`src/rtl/brams_portb_sequencer.sv`:
```
// brams_portb_sequencer: initiator for the BRAM port-B router.
// Accepts one vector command c[i] = f(a[i], b[i]), i = 0..len-1. It issues one
// read per source bank each cycle. Each write-back is delayed by
// RD_LAT+MATH_LAT cycles so that it lines up with the math pipeline result.
// Optional feature macro: BRAMS_SEQ_ABORT_EN adds an `abort` input.
// Handshake: a command is taken on a rising edge where cmd_valid & cmd_ready.
// cmd_ready is high only in IDLE. Command fields are sampled on that edge only.
// All outputs come straight from flops. Decoded outputs (adr_sel, flags) are
// computed from next-state values and then registered.
module brams_portb_sequencer #(
  parameter int BRAM_AW  = 10,
  parameter int BRAMS    = 8,
  parameter int RD_LAT   = 2,
  parameter int MATH_LAT = 3
) (
  input  logic                     clk,
  input  logic                     rst_n,
`ifdef BRAMS_SEQ_ABORT_EN
  input  logic                     abort,
`endif
  input  logic                     cmd_valid,
  output logic                     cmd_ready,
  input  logic [$clog2(BRAMS)-1:0] cmd_src_a,
  input  logic [$clog2(BRAMS)-1:0] cmd_src_b,
  input  logic [$clog2(BRAMS)-1:0] cmd_dst,
  input  logic [BRAM_AW-1:0]       cmd_base_a,
  input  logic [BRAM_AW-1:0]       cmd_base_b,
  input  logic [BRAM_AW-1:0]       cmd_base_c,
  input  logic [BRAM_AW:0]         cmd_len,
  output logic [BRAM_AW-1:0]       math_adr_a,
  output logic [BRAM_AW-1:0]       math_adr_b,
  output logic [BRAM_AW-1:0]       math_adr_c,
  output logic [BRAMS*2-1:0]       adr_sel,
  output logic [$clog2(BRAMS)-1:0] dat_a_sel,
  output logic [$clog2(BRAMS)-1:0] dat_b_sel,
  output logic                     math_we,
  output logic [$clog2(BRAMS)-1:0] we_sel,
  output logic                     busy,
  output logic                     done,
  output logic                     err,
  output logic [1:0]               dbg_state
);

  localparam int BW     = $clog2(BRAMS);
  localparam int LW     = BRAM_AW + 1;
  localparam int WR_DLY = RD_LAT + MATH_LAT;
  localparam logic [BRAM_AW-1:0] ONE_A = 1;
  localparam logic [LW-1:0]      ONE_L = 1;

  typedef enum logic [1:0] {S_IDLE = 2'd0, S_RUN = 2'd1, S_DRAIN = 2'd2, S_DONE = 2'd3} state_t;

  state_t             state, state_nxt;
  logic [LW-1:0]      rd_idx, rd_idx_nxt;
  logic [LW-1:0]      len_q, len_nxt;
  logic [BRAM_AW-1:0] adr_a_nxt, adr_b_nxt, adr_c_nxt;
  logic [BW-1:0]      src_a_nxt, src_b_nxt, dst_nxt;
  // Bit j is the read-issue flag from j+1 cycles ago; the top bit is math_we.
  logic [WR_DLY-1:0]  wr_sr, wr_sr_nxt;
  logic               err_nxt;
  logic [BRAMS*2-1:0] adr_sel_nxt;
  logic               reject;

  assign reject = (cmd_src_a == cmd_src_b) || (cmd_dst == cmd_src_a) ||
                  (cmd_dst == cmd_src_b) || (cmd_len == '0);

  assign math_we   = wr_sr[WR_DLY-1];
  assign dbg_state = state;

  // State register plus every datapath and output flop.
  always_ff @(posedge clk or negedge rst_n) begin
    if (!rst_n) begin
      state      <= S_IDLE;
      rd_idx     <= '0;
      len_q      <= '0;
      math_adr_a <= '0;
      math_adr_b <= '0;
      math_adr_c <= '0;
      dat_a_sel  <= '0;
      dat_b_sel  <= '0;
      we_sel     <= '0;
      wr_sr      <= '0;
      adr_sel    <= '1;
      cmd_ready  <= 1'b1;
      busy       <= 1'b0;
      done       <= 1'b0;
      err        <= 1'b0;
    end else begin
      state      <= state_nxt;
      rd_idx     <= rd_idx_nxt;
      len_q      <= len_nxt;
      math_adr_a <= adr_a_nxt;
      math_adr_b <= adr_b_nxt;
      math_adr_c <= adr_c_nxt;
      dat_a_sel  <= src_a_nxt;
      dat_b_sel  <= src_b_nxt;
      we_sel     <= dst_nxt;
      wr_sr      <= wr_sr_nxt;
      adr_sel    <= adr_sel_nxt;
      cmd_ready  <= (state_nxt == S_IDLE);
      busy       <= (state_nxt == S_RUN) || (state_nxt == S_DRAIN);
      done       <= (state_nxt == S_DONE);
      err        <= err_nxt;
    end
  end

  // Next-state logic: command capture, read stepping, write-pointer advance.
  always_comb begin
    state_nxt  = state;
    rd_idx_nxt = rd_idx;
    len_nxt    = len_q;
    adr_a_nxt  = math_adr_a;
    adr_b_nxt  = math_adr_b;
    adr_c_nxt  = math_adr_c;
    src_a_nxt  = dat_a_sel;
    src_b_nxt  = dat_b_sel;
    dst_nxt    = we_sel;
    err_nxt    = 1'b0;
    wr_sr_nxt  = {wr_sr[WR_DLY-2:0], (state == S_RUN)};
    if (math_we) adr_c_nxt = math_adr_c + ONE_A;
    case (state)
      S_IDLE: begin
        if (cmd_valid) begin
          len_nxt    = cmd_len;
          src_a_nxt  = cmd_src_a;
          src_b_nxt  = cmd_src_b;
          dst_nxt    = cmd_dst;
          adr_a_nxt  = cmd_base_a;
          adr_b_nxt  = cmd_base_b;
          adr_c_nxt  = cmd_base_c;
          rd_idx_nxt = '0;
          if (reject) begin
            state_nxt = S_DONE;
            err_nxt   = 1'b1;
          end else begin
            state_nxt = S_RUN;
          end
        end
      end
      S_RUN: begin
        if (rd_idx == len_q - ONE_L) begin
          state_nxt = S_DRAIN;
        end else begin
          rd_idx_nxt = rd_idx + ONE_L;
          adr_a_nxt  = math_adr_a + ONE_A;
          adr_b_nxt  = math_adr_b + ONE_A;
        end
      end
      S_DRAIN: begin
        if (wr_sr_nxt == '0) state_nxt = S_DONE;
      end
      default: state_nxt = S_IDLE;
    endcase
`ifdef BRAMS_SEQ_ABORT_EN
    if (abort && ((state == S_RUN) || (state == S_DRAIN))) begin
      state_nxt = S_DONE;
      err_nxt   = 1'b1;
      wr_sr_nxt = '0;
    end
`endif
  end

  // Output decode: per-bank address select for the coming cycle.
  always_comb begin
    adr_sel_nxt = '1;
    if (state_nxt == S_RUN) begin
      adr_sel_nxt[{src_a_nxt, 1'b0} +: 2] = 2'b00;
      adr_sel_nxt[{src_b_nxt, 1'b0} +: 2] = 2'b01;
    end
    if (wr_sr_nxt[WR_DLY-1]) adr_sel_nxt[{dst_nxt, 1'b0} +: 2] = 2'b10;
  end

endmodule

```
`config.mk`:
```
export PLATFORM = sky130hd
export DESIGN_NAME = brams_portb_sequencer
export DESIGN_NICKNAME = d
export VERILOG_FILES = /design/src/rtl/brams_portb_sequencer.sv
export SDC_FILE = /design/constraint.sdc
export NUM_CORES = 1
export LEC_CHECK = 0
export CORE_MARGIN = 4
export CORE_UTILIZATION = 45
export DETAILED_ROUTE_END_ITERATION = 7
export HOLD_SLACK_MARGIN = 0.05
export MAX_ROUTING_LAYER = met4
export PLACE_DENSITY = 0.73
export REMOVE_ABC_BUFFERS = 1
export SLEW_MARGIN = 30
export SYNTH_ARGS = -nofsm -noshare
export SYNTH_HDL_FRONTEND = slang
export SYNTH_SLANG_ARGS = --single-unit
```
`constraint.sdc`:
```
create_clock -name clk -period 3.6 [get_ports clk]
set_input_delay 0.72 -clock clk [delete_from_list [all_inputs] [get_ports clk]]
set_output_delay 0.72 -clock clk [all_outputs]
set_load 0.02 [all_outputs]
```
-- After elaboration in Yosys (flattened, before gate mapping)
Cells that the tools add are included.
W data, S select, Z words.
- register bits after elaboration: 88
- add/sub/neg operators: 8
- eq/ne operators: 11
- shift-type cells: 6
- mux-type cells: 30
- bitwise gates (word level): 2
- reduce and logical (&&, ||, !) cells: 11
- operators by type and width (kind ; count):
    $mux W10 ; 7
    $shift A2 B6 Y16 const A ; 3
    $shiftx A2 B6 Y16 const A ; 3
    $pmux W10 S2 ; 2
    $bwmux W16 ; 2
    $mux W16 ; 2
    $add A10 B1 Y10 const B ; 3
    $mux W11 ; 2
    $pmux W11 S2 ; 1
    $mux W3 ; 6
    $neg A4 Y6 ; 3
    $not A16 Y16 ; 1
    $or A16 B16 Y16 ; 1
    $add A11 B1 Y11 const B ; 1
    $eq A11 B11 Y1 ; 1
    $logic_not A11 Y1 ; 1
    $sub A11 B1 Y11 const B ; 1
    $eq A3 B3 Y1 ; 3
    $mux W2 ; 4
    $eq A2 B2 Y1 const B ; 3
    $pmux W2 S3 ; 1
    $logic_not A5 Y1 ; 1
    $eq A2 B1 Y1 const B ; 2
    $logic_not A2 Y1 ; 2
    6 further kinds ; 12

-- Longest topological paths before layout
Gate-level depths: netlist (run 1).
- depth in word-level cells: 11
- depth in mapped cells: 14
- depth with buffers taken out: 13

-- Worst setup path after synthesis (run 1)
Ideal clock, no wire load.
- kind: input -> register
- start: input port cmd_valid
- end: register adr_sel[1]
- arrival time: 3.433 ns
- path slack: 0.079 ns
- stages on the path: 10
- path buffers: 3
- cells stage by stage: nor3b_1 buf_1 clkbuf_1 clkbuf_1 mux2i_1 ha_1 nand2b_1 or4_1 nor2b_1 or3_1
- cells in the longest elaborated chain, start to end: 10
- elaborated cells between the ends (all ways): 24
- those cells by class: add/sub (3); eq/ne (1); shift (6); mux (12); bitwise (2)
- ends and longest elaborated chain (item ; RTL line ; RTL):
    from (decl) ; 21 ; input logic cmd_valid,
    $mux W3 ; 122 ; if (cmd_valid) begin
    $mux W3 ; 120 ; case (state)
    $neg A4 Y6 ; 166 ; adr_sel_nxt[{src_a_nxt, 1'b0} +: 2] = 2'b00;
    $shift A2 B6 Y16 ; 166 ;
    $not A16 Y16 (no source line) ; n/a ;
    $or A16 B16 Y16 (no source line) ; n/a ;
    $bwmux W16 ; 167 ; adr_sel_nxt[{src_b_nxt, 1'b0} +: 2] = 2'b01;
    $mux W16 ; 165 ; if (state_nxt == S_RUN) begin
    $bwmux W16 ; 169 ; if (wr_sr_nxt[WR_DLY-1]) adr_sel_nxt[{dst_nxt, 1'b0} +: 2] = 2'b10;
    $mux W16 * ; 169 ;
    named net adr_sel_nxt[1] ; 60 ; logic [BRAMS*2-1:0] adr_sel_nxt;
    to (signal assigned) ; 98 ; adr_sel <= adr_sel_nxt;
    to (decl) ; 33 ; output logic [BRAMS*2-1:0] adr_sel,
Mark *: on every way through the listed nets, which the timed path passes. The rest lies on a longest branch.
A chain may end at the register's enable or synchronous reset.

-- Final worst setup path (run 1)
- start: register len_q[1]
- end: register adr_sel[2]
- cells in the longest elaborated chain, start to end: 8
- ends and longest elaborated chain (item ; RTL line ; RTL):
    from (decl) ; 54 ; logic [LW-1:0] len_q, len_nxt;
    from (signal assigned) ; 90 ; len_q <= len_nxt;
    $sub A11 B1 Y11 * ; 140 ; if (rd_idx == len_q - ONE_L) begin
    $eq A11 B11 Y1 * ; 140 ;
    $mux W2 * ; 140 ;
    $pmux W2 S3 * ; 120 ;
    $eq A2 B1 Y1 * ; 165 ;
    $mux W16 * ; 165 ;
    $bwmux W16 ; 169 ;
    $mux W16 * ; 169 ;
    named net adr_sel_nxt[2] ; 60 ;
Marks and branches as above.

==> results of run 1 <==
-- routing by layer --
metal	GRT usage [%]	vias to the layer above	share of wire (%)
met1	27.9	2181	44
li1	-	2129	-
met5	-	-	0
met2	35.6	134	49
met3	4.28	22	5.3
met4	7.45	0	1.8
-- final timing paths --
kind	to	slack [ps]	depth (start not counted)
max	adr_sel[2]	270	13
min	math_adr_a[3]	360	1
max reg2reg	adr_sel[2]	270	13
min reg2reg	wr_sr[1]	390	0
max in group asynchronous	adr_sel[4]	2480	2
min in group clk	wr_sr[1]	390	0
-- synth_stat cells (3+ instances only) --
library cell  instances
inv_1                22
nor2_1               32
ha_1                 17
or4_1                 5
o21a_1                7
nand2b_1              7
mux2i_1              15
or3_1                 8
nand2_1              81
dfstp_2              17
xor2_1               14
o311ai_0              4
o21ai_0              21
nor3b_1               3
a221o_1               3
o31a_1                3
and4_1                3
nand3_1              28
nor4_1                5
a32oi_1              10
and2_1                3
a21o_1                7
nor2b_1               5
dfrtp_1              71
a21oi_1              16
buf_2                 3
clkbuf_1             13
a211oi_1              3
a31oi_1               8
nor3_1               10
nand4_1              11
xnor2_1              17
o211ai_1              4
and3_1                4
-- power by group through the flow --
| stage | logic [W] | clock network [W] | registers, W |
|---|---|---|---|
| detailed placement | 0.00327 | 0 | 0.00187 |
| global placement | 0.00317 | 0 | 0.00187 |
| CTS | 0.00328 | 0.000802 | 0.00186 |
| finish | 0.00329 | 0.000787 | 0.00187 |
| global route | 0.00360 | 0.000845 | 0.00194 |
| floorplan | 0.00169 | 0 | 0.00212 |
-- flip-flops by register name, summed over array words and instances, names as in the netlist --
name and count:
dbg_state 2, adr_sel 16, rd_idx 11, err 1, dat_a_sel 3, wr_sr 5
we_sel 3, busy 1, dat_b_sel 3, cmd_ready 1, math_adr_c 10, done 1
math_adr_b 10, math_adr_a 10, len_q 11
-- critical path, delay by kind of cell, from the launching register on --
kind | cells | cell delay (ps)
AO/OA/AOI/OAI | 7 | 1710
adder cells (fa/ha/maj) | 2 | 530
flip-flops | 1 | 440
AND/OR/NAND/NOR | 2 | 300
buffers and inverters | 2 | 270
-- kinds of logic after synthesis --
family	Yosys count
multiplexers	16
AND/OR/NAND/NOR	218
adder cells (fa/ha/maj)	17
XOR/XNOR	31
flip-flops	88
buffers and inverters	42
AO/OA/AOI/OAI	109
-- final cells by class --
type                    count  area [µm²]  share of cell area [%]
clock inverters             6        91.3                    1.40
clock buffers              10         138                    2.11
multi-input cells         391        2560                    39.3
inverters                  22        82.6                    1.26
diodes                      1        2.50                  0.0383
well taps                 140         175                    2.68
flip-flops and latches     88        2220                    34.0
repair buffers            129        1250                    19.2
-- per-stage QoR --
stage / utilization, % / setup TNS [ps] / hold slack [ps] / power (W)
global placement: 58.3 / 0 / 360 / 0.00504
CTS: 60.5 / 0 / 386 / 0.00595
detailed placement: 58.4 / 0 / 365 / 0.00514
global route: 60.5 / 0 / 398 / 0.00638
floorplan: - / -109440 / 354 / 0.00381
finish: 60.5 / 0 / 358 / 0.00595
==> impl_metrics.json, run 1 <==
{
  "gr-total-overflow": 0,
  "yosys-top-cells-area": "dfrtp_1 (36%), dfstp_2 (9.0%), nand2_1 (6.1%)",
  "required_ps": 3880,
  "cts_hold_buf": 0,
  "synth_cell_types": 66,
  "numCtsBuffers": 9,
  "synth_top_family_by_area": "simple AND/OR/NAND/NOR gates",
  "hold_violations": 0,
  "postSynth.asyncResetShare_pct": 100,
  "crit_type": "flop to flop",
  "place_congestion": 0.925,
  "timing.rr.start": "len_q[1]",
  "seqPwrFrac_pct": 31.5,
  "p_comb_share_pct": 55.3,
  "cts-resized-gates": 0,
  "start_kind": "flop",
  "worstMarginPinSlew_ps": 775,
  "ys_ff_latch": 88,
  "finalSetupViolCount": 0,
  "drive_above_1_share_pct": 9.60,
  "yosysSeqAreaShare_pct": 44.8,
  "worstPathMaxFanout": 7,
  "dp_hpwl_um": 9760,
  "grt_max_degree": 84,
  "drt_iter0_markers": 285,
  "rsz0062_at_grt": "no",
  "nets": 711,
  "clkTransAtPathRegs_ps": 90,
  "cp-end-kind": "flop",
  "placementRows": 38,
  "dieArea_um2": 12800,
  "syn_to_final_growth_pct": 31.6,
  "grt_first_pass_wirelength_um": 22100,
  "syn_inst": 521,
  "synth_warnings": 0,
  "cp_cell_sequence": "inv_1, ha_1, nand4bb_1, a211oi_1, o311ai_1, a21o_1, a2111oi_2, a211oi_1, a21o_1, ha_1, buf_4, and3_1, a32oi_1",
  "syn_area_um2": 4960,
  "via_count": 4466,
  "post-cts-setup-buffers": 0,
  "max_freq_mhz": 300,
  "ios": 115,
  "antenna_found_initial": 1,
  "drv_slew": 0,
  "placed_area_um2": 6300,
  "yosys.area_share.simple_pct": 22.1,
  "netSwitchingFraction_pct": 45.6,
  "synth_ff_type": "dfrtp_1",
  "pre_cts_slack_ps": 59.1,
  "cp_slowest_stage_delay_ps": 440,
  "synthMuxAreaShare_pct": 3.25,
  "p_int_w": 0.00323,
  "max-vdd-ir-drop_mv": 0.512,
  "power_leakage_nw": 2.68,
  "dp.cells": 770,
  "fill_cells": 894,
  "dr.pass1.iters": 5,
  "h-tree-depth": 3,
  "clock-sinks": 88,
  "timing.final.crit_share_pct": 92.5,
  "post-route-drc-count": 0,
  "clockBufferDepth": 2,
  "status": "complete, no violations",
  "start_util_pct": 46.0,
  "grtUsageTotal_pct": 22.0,
  "die_h_um": 113,
  "synth_compound_area_share_pct": 16.5,
  "grt_pass1_vias": 4412,
  "switchingPower_w": 0.00271,
  "clkLatencyLatePin_ps": 370,
  "finalCriticalPeriod_ps": 3330,
  "synth_area_per_cell_um2": 9.52,
  "most-common-layout-cells": "clkdlybuf4s50_1 (113), nand2_1 (81), dfrtp_1 (71)",
  "drv_cap": 0,
  "synthXorXnorAreaFrac_pct": 5.47,
  "synth-adder-area-share_pct": 4.29,
  "vias_per_cell": 5.67,
  "slew_headroom_pct": 48.3,
  "finClkSkew_ps": 12.7,
  "yosysTopAreaCell": "dfrtp_1",
  "setup_ws_ps": 269,
  "tritoncts": "done",
  "crit_arrival_ps": 3610,
  "cp_slowest_cell": "dfrtp_1",
  "postRouteAntennaNets": 0,
  "final_cells": 787,
  "powerDensity_nw_per_um2": 911,
  "coreArea_um2": 10800,
  "fin_area_um2": 6530,
  "final_common_cell": "clkdlybuf4s50_1",
  "synth_top_cell_area_share_pct": 35.8,
  "synth_edf_count": 0,
  "hold_class": "primary input to async pin",
  "crit_start": "len_q[1]",
  "wl_per_cell_um": 17.0,
  "clockPowerShare_pct": 13.2,
  "die_x_um": 113,
  "io_buffers": 114,
  "cts-root-buf": "clkbuf_8",
  "postRouteWirelength_um": 13400
}
Power figures use the tool's default switching activity.
==> run 2, diff against run 1 <==
CORE_UTILIZATION = 51   (was 45)
PLACE_DENSITY = 0.81   (was 0.73)
==> run 2 against run 1 <==
Effect of this change:
- die area is 11% lower
- count of clock-buffer cells in the layout is 2 higher
- cell count is 1.7% lower
- maximum frequency barely moved
- largest power group unchanged
- utilization rose by 8.8 points
- critical endpoint unchanged
- power rose by 0.12%
- sequential share of layout area up 0.19 points
- global-route usage grew 3.2 points
- setup slack worse by 3.1 ps
- wire length grew 2.1%
- flip-flop and latch count did not move
- design area down 0.56%
==> impl_metrics.json, run 2 (synthesis results as in run 1) <==
{
  "status": "complete, no violations",
  "finalSetupViolCount": 0,
  "clock-sinks": 88,
  "grt_first_pass_wirelength_um": 22600,
  "grtUsageTotal_pct": 25.3,
  "netSwitchingFraction_pct": 46.2,
  "final_util_pct": 69.3,
  "antenna_cells": 0,
  "nets": 710,
  "timing.rr.start": "len_q[2]",
  "io_buffers": 114,
  "clkTransAtPathRegs_ps": 90,
  "rsz0062_at_grt": "no",
  "dr_wl_met3_um": 516,
  "gr-total-overflow": 0,
  "register_area_um2": 2220,
  "top_layer": "met4",
  "wl_met2_um": 6690,
  "cts-root-buf": "clkbuf_8",
  "vias_per_cell": 5.82,
  "cp-end-kind": "flop",
  "dp_hpwl_um": 10000,
  "p_comb_share_pct": 55.9,
  "most-common-layout-cells": "clkdlybuf4s50_1 (113), nand2_1 (81), dfrtp_1 (71)",
  "max-vdd-ir-drop_mv": 0.548,
  "switchingPower_w": 0.00275,
  "drv_slew": 0,
  "hold_class": "flop to flop",
  "ff2ff_setup_slack_ps": 270,
  "start_util_pct": 53.0,
  "drv_cap": 0,
  "clkLatencyLatePin_ps": 350,
  "place_congestion": 0.924,
  "clockPowerShare_pct": 12.4,
  "drive_above_1_share_pct": 9.46,
  "drt_iter0_markers": 272,
  "powerDensity_nw_per_um2": 917,
  "finalCriticalPeriod_ps": 3330,
  "wl_per_cell_um": 17.7,
  "power_leakage_nw": 2.67,
  "final_common_cell": "clkdlybuf4s50_1",
  "numCtsBuffers": 9,
  "via_count": 4508,
  "post-cts-setup-buffers": 0,
  "reg_top3": "adr_sel x16, len_q x11, rd_idx x11",
  "crit_arrival_ps": 3590,
  "postRouteAntennaNets": 0,
  "grt_pass1_vias": 4487,
  "h-tree-depth": 3,
  "slew_headroom_pct": 47.8,
  "r2r_end": "adr_sel[2]",
  "hold_end": "wr_sr[1]",
  "grt_max_degree": 89,
  "regMostFlops": "adr_sel",
  "min_from": "wr_sr[0]",
  "dieArea_um2": 11400,
  "seqPwrFrac_pct": 31.7,
  "worstMarginPinSlew_ps": 784,
  "cts-resized-gates": 0,
  "p_int_w": 0.00320,
  "min_delay_path_depth": 0,
  "reg2reg_depth": 11,
  "wl_met1_um": 6370,
  "hold_violations": 0,
  "die_h_um": 107,
  "timing.final.crit_share_pct": 92.6,
  "cts_hold_buf": 0,
  "tritoncts": "done",
  "clockBufferDepth": 2,
  "placementRows": 35,
  "post-route-drc-count": 0,
  "multi_input_area_um2": 2560,
  "die_x_um": 107,
  "postRouteWirelength_um": 13700,
  "antenna_found_initial": 0,
  "fin_setup_tns_ps": 0,
  "worstPathMaxFanout": 10,
  "fill_cells": 792,
  "ios": 115,
  "start_kind": "flop",
  "largest_reg_flops": 16,
  "max_freq_mhz": 300,
  "crit_type": "flop to flop",
  "syn_to_final_growth_pct": 30.9,
  "dr.pass1.iters": 4,
  "finClkSkew_ps": 9.02,
  "coreArea_um2": 9370,
  "required_ps": 3860
}
==> run 2: cell count changes in the layout (fill, tap and decap cells not counted), sizes merged <==
cell,delta
clkinvlp,+1
diode,-1
clkinv,-1
clkbuf,+2
bufinv,-1
buf,-1
inv,-1
==> run 2: how the worst max path moves through the flow <==
stage	endpoint	slack, ps	cells after the start	from
2_1_floorplan	adr_sel[1]	-3340	7	cmd_valid
4_1_cts	adr_sel[2]	220	13	len_q[0]
3_3_place_gp	adr_sel[1]	190	10	cmd_valid
6_report	adr_sel[2]	270	11	len_q[2]
3_5_place_dp	adr_sel[1]	80	10	cmd_valid
5_1_grt	adr_sel[2]	40	13	len_q[0]
==> run 2: worst max-delay path, stage by stage, from the launching register on <==
cell and delay, ps:
dfrtp_1 510, or4_4 610, a2111oi_4 290, nor3_2 120, a211o_1 340, o21ai_4 200, nand2_4 130, a21o_1 230
ha_1 230, buf_4 170, and3_1 160, a32oi_1 250
==> run 2: layout make-up <==
cell class                 count  share of cell area, %
inverter                      22                   1.27
clock inverter                 4                  0.790
clock buffer                  12                   2.54
multi-input combinational    391                   39.5
timing repair buffer         128                   19.2
sequential                    88                   34.2
tap                          129                   2.49
==> run 2: power groups by stage <==
stage | clock [W] | sequential, W | combinational (W)
finish | 0.000737 | 0.00189 | 0.00333
global route | 0.000789 | 0.00195 | 0.00363
global placement | 0 | 0.00187 | 0.00322
CTS | 0.000747 | 0.00188 | 0.00332
detailed placement | 0 | 0.00189 | 0.00330
floorplan | 0 | 0.00212 | 0.00169
==> run 2: per-layer routing <==
layer | vias to the layer above | GRT usage [%]
li1 | 2128 | -
met1 | 2241 | 34.8
met2 | 128 | 40.5
met3 | 11 | 2.95
met4 | 0 | 5.84
met5 | - | -
==> run 2: through the flow <==
step | setup WS, ps | area (µm²) | power (W) | cells | hold WS (ps)
after floorplan | -3340 | 4860 | 0.00381 | 501 | 354
after global placement | 192 | 6270 | 0.00509 | 758 | 358
after detailed placement | 77.6 | 6280 | 0.00518 | 758 | 360
after CTS | 220 | 6490 | 0.00594 | 774 | 379
after global routing | 41.9 | 6490 | 0.00637 | 774 | 403
final | 266 | 6490 | 0.00595 | 774 | 378
==> run 3, diff against run 2 <==
PLACE_DENSITY = 0.9   (was 0.81)
TNS_END_PERCENT = 10   (was not set)
==> run 3 against run 2 <==
Effect of this change:
- via count hardly changed
- sequential power hardly changed
- critical path type unchanged
- first-iteration DRC count is 4.4% higher
- sequential share of layout area is 0.13 points higher
- cell count stayed put
- count of clock-buffer cells in the layout is 2 lower
- utilization is 0.27 points lower
- power is 1.9% lower
==> impl_metrics.json, run 3 (synthesis results as in run 1) <==
{
  "h-tree-depth": 3,
  "ios": 115,
  "die_h_um": 107,
  "cp_cell_sequence": "inv_1, ha_2, nand4bb_1, a211oi_1, o311ai_0, buf_4, a21o_1, a2111oi_2, a211oi_1, a21o_1, ha_1, inv_1, nor2_1, a32oi_1",
  "crit_type": "flop to flop",
  "via_count": 4511,
  "path_depth": 14,
  "drv_cap": 0,
  "status": "complete, no violations",
  "cp-end-kind": "flop",
  "crit_start": "len_q[0]",
  "cp_slowest_cell": "dfrtp_1",
  "nets": 710,
  "syn_to_final_growth_pct": 30.4,
  "timing.rr.start": "len_q[0]",
  "drt_iter0_markers": 284,
  "worstPathMaxFanout": 7,
  "clkLatencyLatePin_ps": 360,
  "reg_top3": "adr_sel x16, len_q x11, rd_idx x11",
  "dp_hpwl_um": 9640,
  "finalCriticalPeriod_ps": 3320,
  "grt_max_degree": 89,
  "dr.pass1.iters": 5,
  "io_buffers": 114,
  "die_x_um": 107,
  "drive_above_1_share_pct": 9.61,
  "final_common_cell": "clkdlybuf4s50_1",
  "cpLargestDelayFamily": "compound AO/OA/AOI/OAI gates",
  "numCtsBuffers": 9,
  "antenna_cells": 0,
  "postRouteAntennaNets": 0,
  "drv_slew": 0,
  "endpoint": "adr_sel[4]",
  "clockBufferDepth": 2,
  "powerDensity_nw_per_um2": 903,
  "fin_hold_ws_ps": 380,
  "grt_pass1_vias": 4516,
  "tritoncts": "done",
  "clkTransAtPathRegs_ps": 100,
  "max-vdd-ir-drop_mv": 0.551,
  "ff2ff_setup_slack_ps": 280,
  "most-common-layout-cells": "clkdlybuf4s50_1 (113), nand2_1 (81), dfrtp_1 (71)",
  "post-cts-setup-buffers": 0,
  "max_freq_mhz": 302,
  "start_util_pct": 53.0,
  "finalSetupViolCount": 0,
  "hold_class": "primary input to async pin",
  "grtUsageTotal_pct": 24.6,
  "worstMarginPinSlew_ps": 787,
  "timing.final.crit_share_pct": 92.1,
  "largest_reg_flops": 16,
  "placementRows": 35,
  "vias_per_cell": 5.83,
  "antenna_found_initial": 0,
  "required_ps": 3880,
  "path_buf_inv": 3,
  "slew_headroom_pct": 47.5,
  "gr-total-overflow": 0,
  "cts-resized-gates": 0,
  "coreArea_um2": 9370,
  "place_congestion": 0.962,
  "finClkSkew_ps": 18.8,
  "postRouteWirelength_um": 13200,
  "rsz0062_at_grt": "no",
  "cts_hold_buf": 0,
  "cts-root-buf": "clkbuf_8",
  "dieArea_um2": 11400,
  "hold_violations": 0,
  "clock-sinks": 88,
  "design_power_total_w": 0.00584,
  "wl_per_cell_um": 17.0,
  "start_kind": "flop",
  "regMostFlops": "adr_sel",
  "r2r_end": "adr_sel[4]",
  "grt_first_pass_wirelength_um": 21900,
  "power_leakage_nw": 2.65,
  "crit_arrival_ps": 3590,
  "post-route-drc-count": 0,
  "cp_slowest_stage_delay_ps": 470,
  "reg2reg_depth": 14
}
[run 3: power by group]
part	total [W]	internal, W	switching (W)
sequential	0.00188	0.00141	0.000473
clock	0.000652	0.000278	0.000374
combinational	0.00331	0.00141	0.00190
[run 3: area by class of cell]
cell class	instances	area, µm²
Fill cell	719	2900
Clock inverter	6	51.3
Clock buffer	10	138
Timing Repair Buffer	128	1250
Multi-Input combinational cell	391	2570
Inverter	22	82.6
Tap cell	129	161
Sequential cell	88	2220
[run 3: worst min path at each step]
stage	startpoint	end	slack, ps
final	rst_n	math_adr_a[3]	380
after global routing	wr_sr[0]	wr_sr[1]	390
after CTS	wr_sr[0]	wr_sr[1]	380
after detailed placement	wr_sr[0]	wr_sr[1]	360
after global placement	wr_sr[2]	wr_sr[3]	360
after floorplan	wr_sr[2]	wr_sr[3]	350
[run 3: per-layer routing]
layer | wire [µm] | vias up | track usage (%)
met5 | 0 | - | -
met1 | 5610 | 2167 | 31.1
li1 | - | 2128 | -
met2 | 6520 | 192 | 40.0
met3 | 800 | 24 | 4.82
met4 | 250 | 0 | 8.31
[run 3: per-stage QoR]
| stage | instance area (µm²) | util (%) | worst slack [ps] | std cells | setup TNS, ps |
|---|---|---|---|---|---|
| after global routing | 6470 | 69.0 | 3.56 | 774 | 0 |
| after floorplan | 4860 | - | -3340 | 501 | -109440 |
| after CTS | 6470 | 69.0 | 237 | 774 | 0 |
| final | 6470 | 69.0 | 284 | 774 | 0 |
| after global placement | 6270 | 67.0 | 194 | 758 | 0 |
| after detailed placement | 6280 | 67.0 | 84.2 | 758 | 0 |
